===== config.mk =====
export PLATFORM = sky130hd
export DESIGN_NAME = bram_port_arbiter
export DESIGN_NICKNAME = d
export VERILOG_FILES = /design/src/rtl/bram_arb_pkg.sv /design/src/rtl/bram_arb_pick.sv /design/src/rtl/bram_port_arbiter.sv
export SDC_FILE = /design/constraint.sdc
export NUM_CORES = 1
export LEC_CHECK = 0
export BUFFER_PORTS_ARGS = -buffer_cell sky130_fd_sc_hd__buf_2
export CORE_AREA = 2 2 98 100
export DETAILED_ROUTE_END_ITERATION = 12
export DIE_AREA = 0 0 100 102
export PLACE_DENSITY = 0.58
export SETUP_SLACK_MARGIN = 0.5
export SLEW_MARGIN = 20
export SYNTH_ARGS = -nofsm -noshare
export SYNTH_HDL_FRONTEND = slang
export SYNTH_SLANG_ARGS = --single-unit

===== constraint.sdc =====
create_clock -name clock -period 2.29 [get_ports clock]
set_input_delay 0.687 -clock clock [delete_from_list [all_inputs] [get_ports clock]]
set_output_delay 0.687 -clock clock [all_outputs]
set_load 0.05 [all_outputs]

===== src/rtl/bram_arb_pkg.sv =====
// Shared types for the BRAM port arbiter.
// No logic, types and constants only.
// No flow control of its own.
package bram_arb_pkg;

    // Identifies which requester owns a grant or a pending read response.
    typedef enum logic {REQ0 = 1'b0, REQ1 = 1'b1} req_id_t;

    // Arbitration scheme chosen at elaboration time.
    typedef enum {ARB_RR, ARB_FIXED} arb_policy_t;

    // Width of the FIXED-policy starvation counter; holds MAX_STREAK up to 15.
    localparam int STREAK_WIDTH = 4;

endpackage


===== src/rtl/bram_arb_pick.sv =====
// Grant decision for two requesters sharing one BRAM port.
// Purely combinational, zero latency.
// The loser of a tie is told through the grant outputs and is stalled by the parent.
module bram_arb_pick
    import bram_arb_pkg::*;
#(
    parameter arb_policy_t POLICY     = ARB_RR,
    parameter int          MAX_STREAK = 4
) (
    input  logic                    req0,
    input  logic                    req1,
    input  req_id_t                 last_grant,
    input  logic [STREAK_WIDTH-1:0] streak,
    output logic                    grant_valid,
    output req_id_t                 grant_id
);

    localparam logic [STREAK_WIDTH-1:0] STREAK_LIMIT = STREAK_WIDTH'(MAX_STREAK);

    // A lone requester always wins; ties go by alternation or by r0 priority with a starvation cap.
    always_comb begin
        grant_valid = req0 | req1;
        grant_id    = REQ0;
        if (req0 && req1) begin
            if (POLICY == ARB_RR) begin
                grant_id = (last_grant == REQ0) ? REQ1 : REQ0;
            end else begin
                grant_id = (streak == STREAK_LIMIT) ? REQ1 : REQ0;
            end
        end else if (req1) begin
            grant_id = REQ1;
        end
    end

endmodule


===== src/rtl/bram_port_arbiter.sv =====
// Shares one BRAM port between two Avalon-MM requesters and steers read data back.
// Granted request reaches mem_* in the same cycle; readdatavalid follows one cycle later.
// The losing requester sees waitrequest=1 and must hold its request; both stall during reset.
module bram_port_arbiter
    import bram_arb_pkg::*;
#(
    parameter int    ADDRESS_WIDTH  = 12,
    parameter int    BYTE_WIDTH     = 8,
    parameter int    BYTES_PER_WORD = 4,
    parameter string POLICY         = "ROUND_ROBIN",
    parameter int    MAX_STREAK     = 4
) (
    input  logic                                 clock,
    input  logic                                 reset,
    input  logic [ADDRESS_WIDTH-1:0]             r0_address,
    input  logic [BYTES_PER_WORD-1:0]            r0_byteenable,
    input  logic                                 r0_read,
    input  logic                                 r0_write,
    input  logic [BYTES_PER_WORD*BYTE_WIDTH-1:0] r0_writedata,
    output logic [BYTES_PER_WORD*BYTE_WIDTH-1:0] r0_readdata,
    output logic                                 r0_readdatavalid,
    output logic                                 r0_waitrequest,
    input  logic [ADDRESS_WIDTH-1:0]             r1_address,
    input  logic [BYTES_PER_WORD-1:0]            r1_byteenable,
    input  logic                                 r1_read,
    input  logic                                 r1_write,
    input  logic [BYTES_PER_WORD*BYTE_WIDTH-1:0] r1_writedata,
    output logic [BYTES_PER_WORD*BYTE_WIDTH-1:0] r1_readdata,
    output logic                                 r1_readdatavalid,
    output logic                                 r1_waitrequest,
    output logic [ADDRESS_WIDTH-1:0]             mem_address,
    output logic [BYTES_PER_WORD-1:0]            mem_byteenable,
    output logic                                 mem_read,
    output logic                                 mem_write,
    output logic [BYTES_PER_WORD*BYTE_WIDTH-1:0] mem_writedata,
    input  logic [BYTES_PER_WORD*BYTE_WIDTH-1:0] mem_readdata
);

    localparam arb_policy_t ARB_POLICY = (POLICY == "FIXED") ? ARB_FIXED : ARB_RR;

    logic                    req0;
    logic                    req1;
    logic                    pick_valid;
    req_id_t                 pick_id;
    logic                    grant_valid;
    req_id_t                 grant_id;
    req_id_t                 last_grant;
    logic [STREAK_WIDTH-1:0] streak;
    logic                    rv_valid;
    req_id_t                 rv_id;

    assign req0 = r0_read | r0_write;
    assign req1 = r1_read | r1_write;

    bram_arb_pick #(
        .POLICY     (ARB_POLICY),
        .MAX_STREAK (MAX_STREAK)
    ) u_pick (
        .req0        (req0),
        .req1        (req1),
        .last_grant  (last_grant),
        .streak      (streak),
        .grant_valid (pick_valid),
        .grant_id    (pick_id)
    );

    // Nothing is accepted while reset is held, regardless of what the requesters present.
    assign grant_valid = pick_valid & ~reset;
    assign grant_id    = pick_id;

    assign r0_waitrequest = reset | (req0 & ~(grant_valid & (grant_id == REQ0)));
    assign r1_waitrequest = reset | (req1 & ~(grant_valid & (grant_id == REQ1)));

    // Read data is broadcast unregistered; only readdatavalid says whose it is.
    assign r0_readdata      = mem_readdata;
    assign r1_readdata      = mem_readdata;
    assign r0_readdatavalid = rv_valid & ~reset & (rv_id == REQ0);
    assign r1_readdatavalid = rv_valid & ~reset & (rv_id == REQ1);

    // Steer the winner onto the BRAM port; an idle port shows r0's address/data with no strobe.
    always_comb begin
        mem_address    = r0_address;
        mem_byteenable = r0_byteenable;
        mem_writedata  = r0_writedata;
        mem_read       = 1'b0;
        mem_write      = 1'b0;
        if (grant_valid) begin
            if (grant_id == REQ1) begin
                mem_address    = r1_address;
                mem_byteenable = r1_byteenable;
                mem_writedata  = r1_writedata;
                mem_write      = r1_write;
                mem_read       = r1_read & ~r1_write;
            end else begin
                mem_write      = r0_write;
                mem_read       = r0_read & ~r0_write;
            end
        end
    end

    // Track the response owner, the last winner, and how long r1 has been starved by r0.
    always_ff @(posedge clock) begin
        if (reset) begin
            rv_valid   <= 1'b0;
            rv_id      <= REQ0;
            last_grant <= REQ1;
            streak     <= '0;
        end else begin
            rv_valid <= mem_read;
            if (grant_valid) begin
                rv_id      <= grant_id;
                last_grant <= grant_id;
            end
            if (!req1 || (grant_valid && grant_id == REQ1)) begin
                streak <= '0;
            end else if (grant_valid && grant_id == REQ0 && streak != '1) begin
                streak <= streak + STREAK_WIDTH'(1);
            end
        end
    end

    // A simultaneous read and write from one requester is a protocol error; it is served as a write.
    r0_rw_exclusive: assert property (@(posedge clock) disable iff (reset) !(r0_read && r0_write));
    r1_rw_exclusive: assert property (@(posedge clock) disable iff (reset) !(r1_read && r1_write));

endmodule


==> impl_metrics.toml <==
[route]
totalWireLength_mm = 5.27
via_count = 1409
dr.pass1.iters = 4
vias_per_cell = 3.83
wl_per_cell_um = 14.3
drcViolationCount = 0
ant_nets = 0
drtIter0Drc = 7

[timing]
drv_slew = 0
hold_viol = 0
worst_pin_slew_ns = 0.328
rsz0062_at_grt = "true"
slew_headroom = 0.781
final.setup.tns_ns = -11.58
post-route-min-period_ns = 2.58
period_share = 1.13
max_freq_mhz = 388
finalWorstSetupSlack_ns = -0.291
fin_skew_ns = 0.00294
finalSetupViolCount = 48

[grt]
grt_max_degree = 26
grt_overflow_total = 0
grtUsageTotal = 0.0862
grt_first_pass_wirelength_mm = 6.92
antenna_found_initial = 0
grt_pass1_vias = 1385

[worst_setup_path]
endpoint_kind = "output port"
cp_slowest_stage_delay_ns = 0.31
cp_num_buf_inv = 4
path_max_fanout = 6
worstSetupStartpointType = "input port"
crit_required_ns = 1.60
slowest_stage = "mux2_4"
cp_data_arrival_time_ns = 1.89
path_cells = "buf_6 -> nor2_4 -> o221a_4 -> buf_12 -> buf_16 -> mux2_4 -> buf_8"
critical_path_class = "input port to output port"
path_delay_family = "buffers and inverters"

[placed_design]
dpl.cell_count = 348
routabilityCongestion = 0.688
io_buffers = 155
place_area_um2 = 1970
hpwl_mm = 3.87

[clock_tree]
cts_tree = "built"
cts_buffers = 3
cts-root-buf = "clkbuf_8"
clk_latency_ns = 0.22
cts.sinks = 3
clk_transition_reported_paths_ns = 0.03
htreeDepth = 1
clock_path_buffers = 2
cts_hold_buf = 0

[logic_synthesis]
synth_area_leaders = "buf_4 (37%), mux2_2 (34%), mux2_4 (10%), dfxtp_1 (4.6%), buf_6 (1.7%)"
synth_warnings = 0
ys_seq_area_frac = 0.0465
ys_seq_elements = 3
synth_cells = 141
synth_area_um2 = 1290
synth_fp_nets = 275
syn_area_per_cell_um2 = 9.17
synthDistinctLibCells = 20
synth.top_cell.area_share = 0.372
yosys.area.top_type = "buf_4"

[pwr]
peakVddDrop_mv = 0.107
p_clk_frac = 0.142
p_int_uw = 588
p_seq_frac = 0.055
p_leak_uw = 0.00138
comb_power_share = 0.803
power_switching_uw = 499
swShare = 0.459
power_per_cell_area_nw_per_um2 = 404
finalPower_uw = 1090

[floorplan]
core_um2 = 9110
rows = 35
initial_core_util = 0.142
die_y_um = 102
dieArea_um2 = 10200
ios = 252
die_x_um = 100

[outcome]
status = "finished, violations left"
violations = "negative setup slack"

[final_layout]
stdcell_count = 368
design_area_um2 = 2690
syn_to_final_growth_pct = 108
n_fill_cell = 940
final_nets = 392
drive_gt1_frac = 0.961
final_core_util = 0.296
antenna_cells = 0

[worst_hold_path]
worstHoldPathType = "register to register"

[flow_run]
drv_cap = 0
==> through the flow <==
step | hold slack, ns | setup WS (ns)
floorplan | 0.546 | -0.109
global placement | 0.560 | -0.300
detailed placement | 0.564 | -0.321
CTS | 0.565 | -0.282
global route | 0.582 | -0.333
finish | 0.567 | -0.291
==> cells in the final DEF (no fill, tap or decap) <==
| master | n |
|---|---|
| clkbuf_16 | 1 |
| buf_16 | 2 |
| nor3b_4 | 1 |
| clkinvlp_4 | 1 |
| buf_4 | 12 |
| buf_6 | 60 |
| nand2b_4 | 1 |
| buf_2 | 96 |
| and3_4 | 1 |
| o211ai_1 | 3 |
| o221a_4 | 1 |
| nor2_2 | 1 |
| a21oi_4 | 1 |
| dfxtp_1 | 3 |
| clkbuf_8 | 3 |
| nor2_4 | 1 |
| mux2_4 | 48 |
| a21oi_1 | 1 |
| buf_12 | 3 |
| a311oi_2 | 1 |
| nand2_1 | 1 |
| a21oi_2 | 1 |
| buf_8 | 7 |
| inv_12 | 1 |
| o31ai_4 | 2 |
| inv_2 | 2 |
| a41o_1 | 1 |
| clkbuf_1 | 1 |
==> state kept, by name (all words and copies together) (netlist names) <==
| name | flops |
|---|---|
| last_grant | 1 |
| rv_valid | 1 |
| rv_id | 1 |
==> cells in the mapped netlist <==
cell	count
nor3b_1	1
o31ai_1	2
inv_1	3
nor2_2	1
buf_2	3
o221a_4	1
nand2b_1	1
nor2_1	1
and3_1	1
a21oi_1	3
mux2_2	39
a311oi_1	1
dfxtp_1	3
mux2_4	9
a41o_1	1
o211ai_1	3
buf_4	64
buf_6	2
nand2_1	1
inv_2	1
==> path summary, 6_finish.rpt <==
check / from / depth (start not counted) / end / slack [ns]
hold / removal: rv_id / 1 / rv_id / 0.57
hold reg to reg: rv_id / 1 / rv_id / 0.57
setup / recovery: r0_read / 7 / mem_writedata[2] / -0.29
setup reg to reg: last_grant / 8 / rv_valid / 0.92
==> what timing repair did <==
action | in CTS | in global routing
pin swaps | 5 | 6
setup endpoints to repair | 54 | 54
endpoints found under the hold margin | 0 | 0
gates resized for setup | 128 | 17
setup buffers | 8 | 5
cloned | 2 | 1
==> power by group through the flow <==
stage	Sequential (uW)	Clock, uW	Combinational (uW)
2_1_floorplan	62.1	0	787
3_3_place_gp	60.6	0	663
3_5_place_dp	60.8	0	671
4_1_cts	60.0	156	841
5_1_grt	60.4	162	906
6_report	60.0	154	873
==> layer usage <==
layer	track usage	vias to the layer above	part of all wire
met1	0.106	629	0.40
met3	0.0383	4	0.10
met5	0	-	0
met2	0.143	119	0.50
li1	-	657	-
met4	0.0126	0	0.0036
==> area by class of cell <==
cell class,instances,area [um2],area share
multi-input cells,65,926,0.344
well taps,111,139,0.0516
clock buffers,4,45.0,0.0167
inverters,4,31.3,0.0116
repair buffers,181,1490,0.554
flip-flops and latches,3,60.1,0.0223
==> logic make-up after synthesis <==
family	after synthesis	synth area share
and+or+nand+nor	6	0.0261
DFF	3	0.0465
AOI/OAI and AO/OA	11	0.0707
buffers and inverters	73	0.412
muxes	48	0.444
==> worst register-to-register path, stage by stage (launching register included) <==
cell and delay (ns):
dfxtp_1 0.33, inv_2 0.07, o211ai_1 0.29, buf_4 0.17, buf_4 0.09, buf_4 0.09
buf_4 0.09, buf_4 0.09, a21oi_1 0.04
No activity file was read; power rests on OpenSTA's default activity.
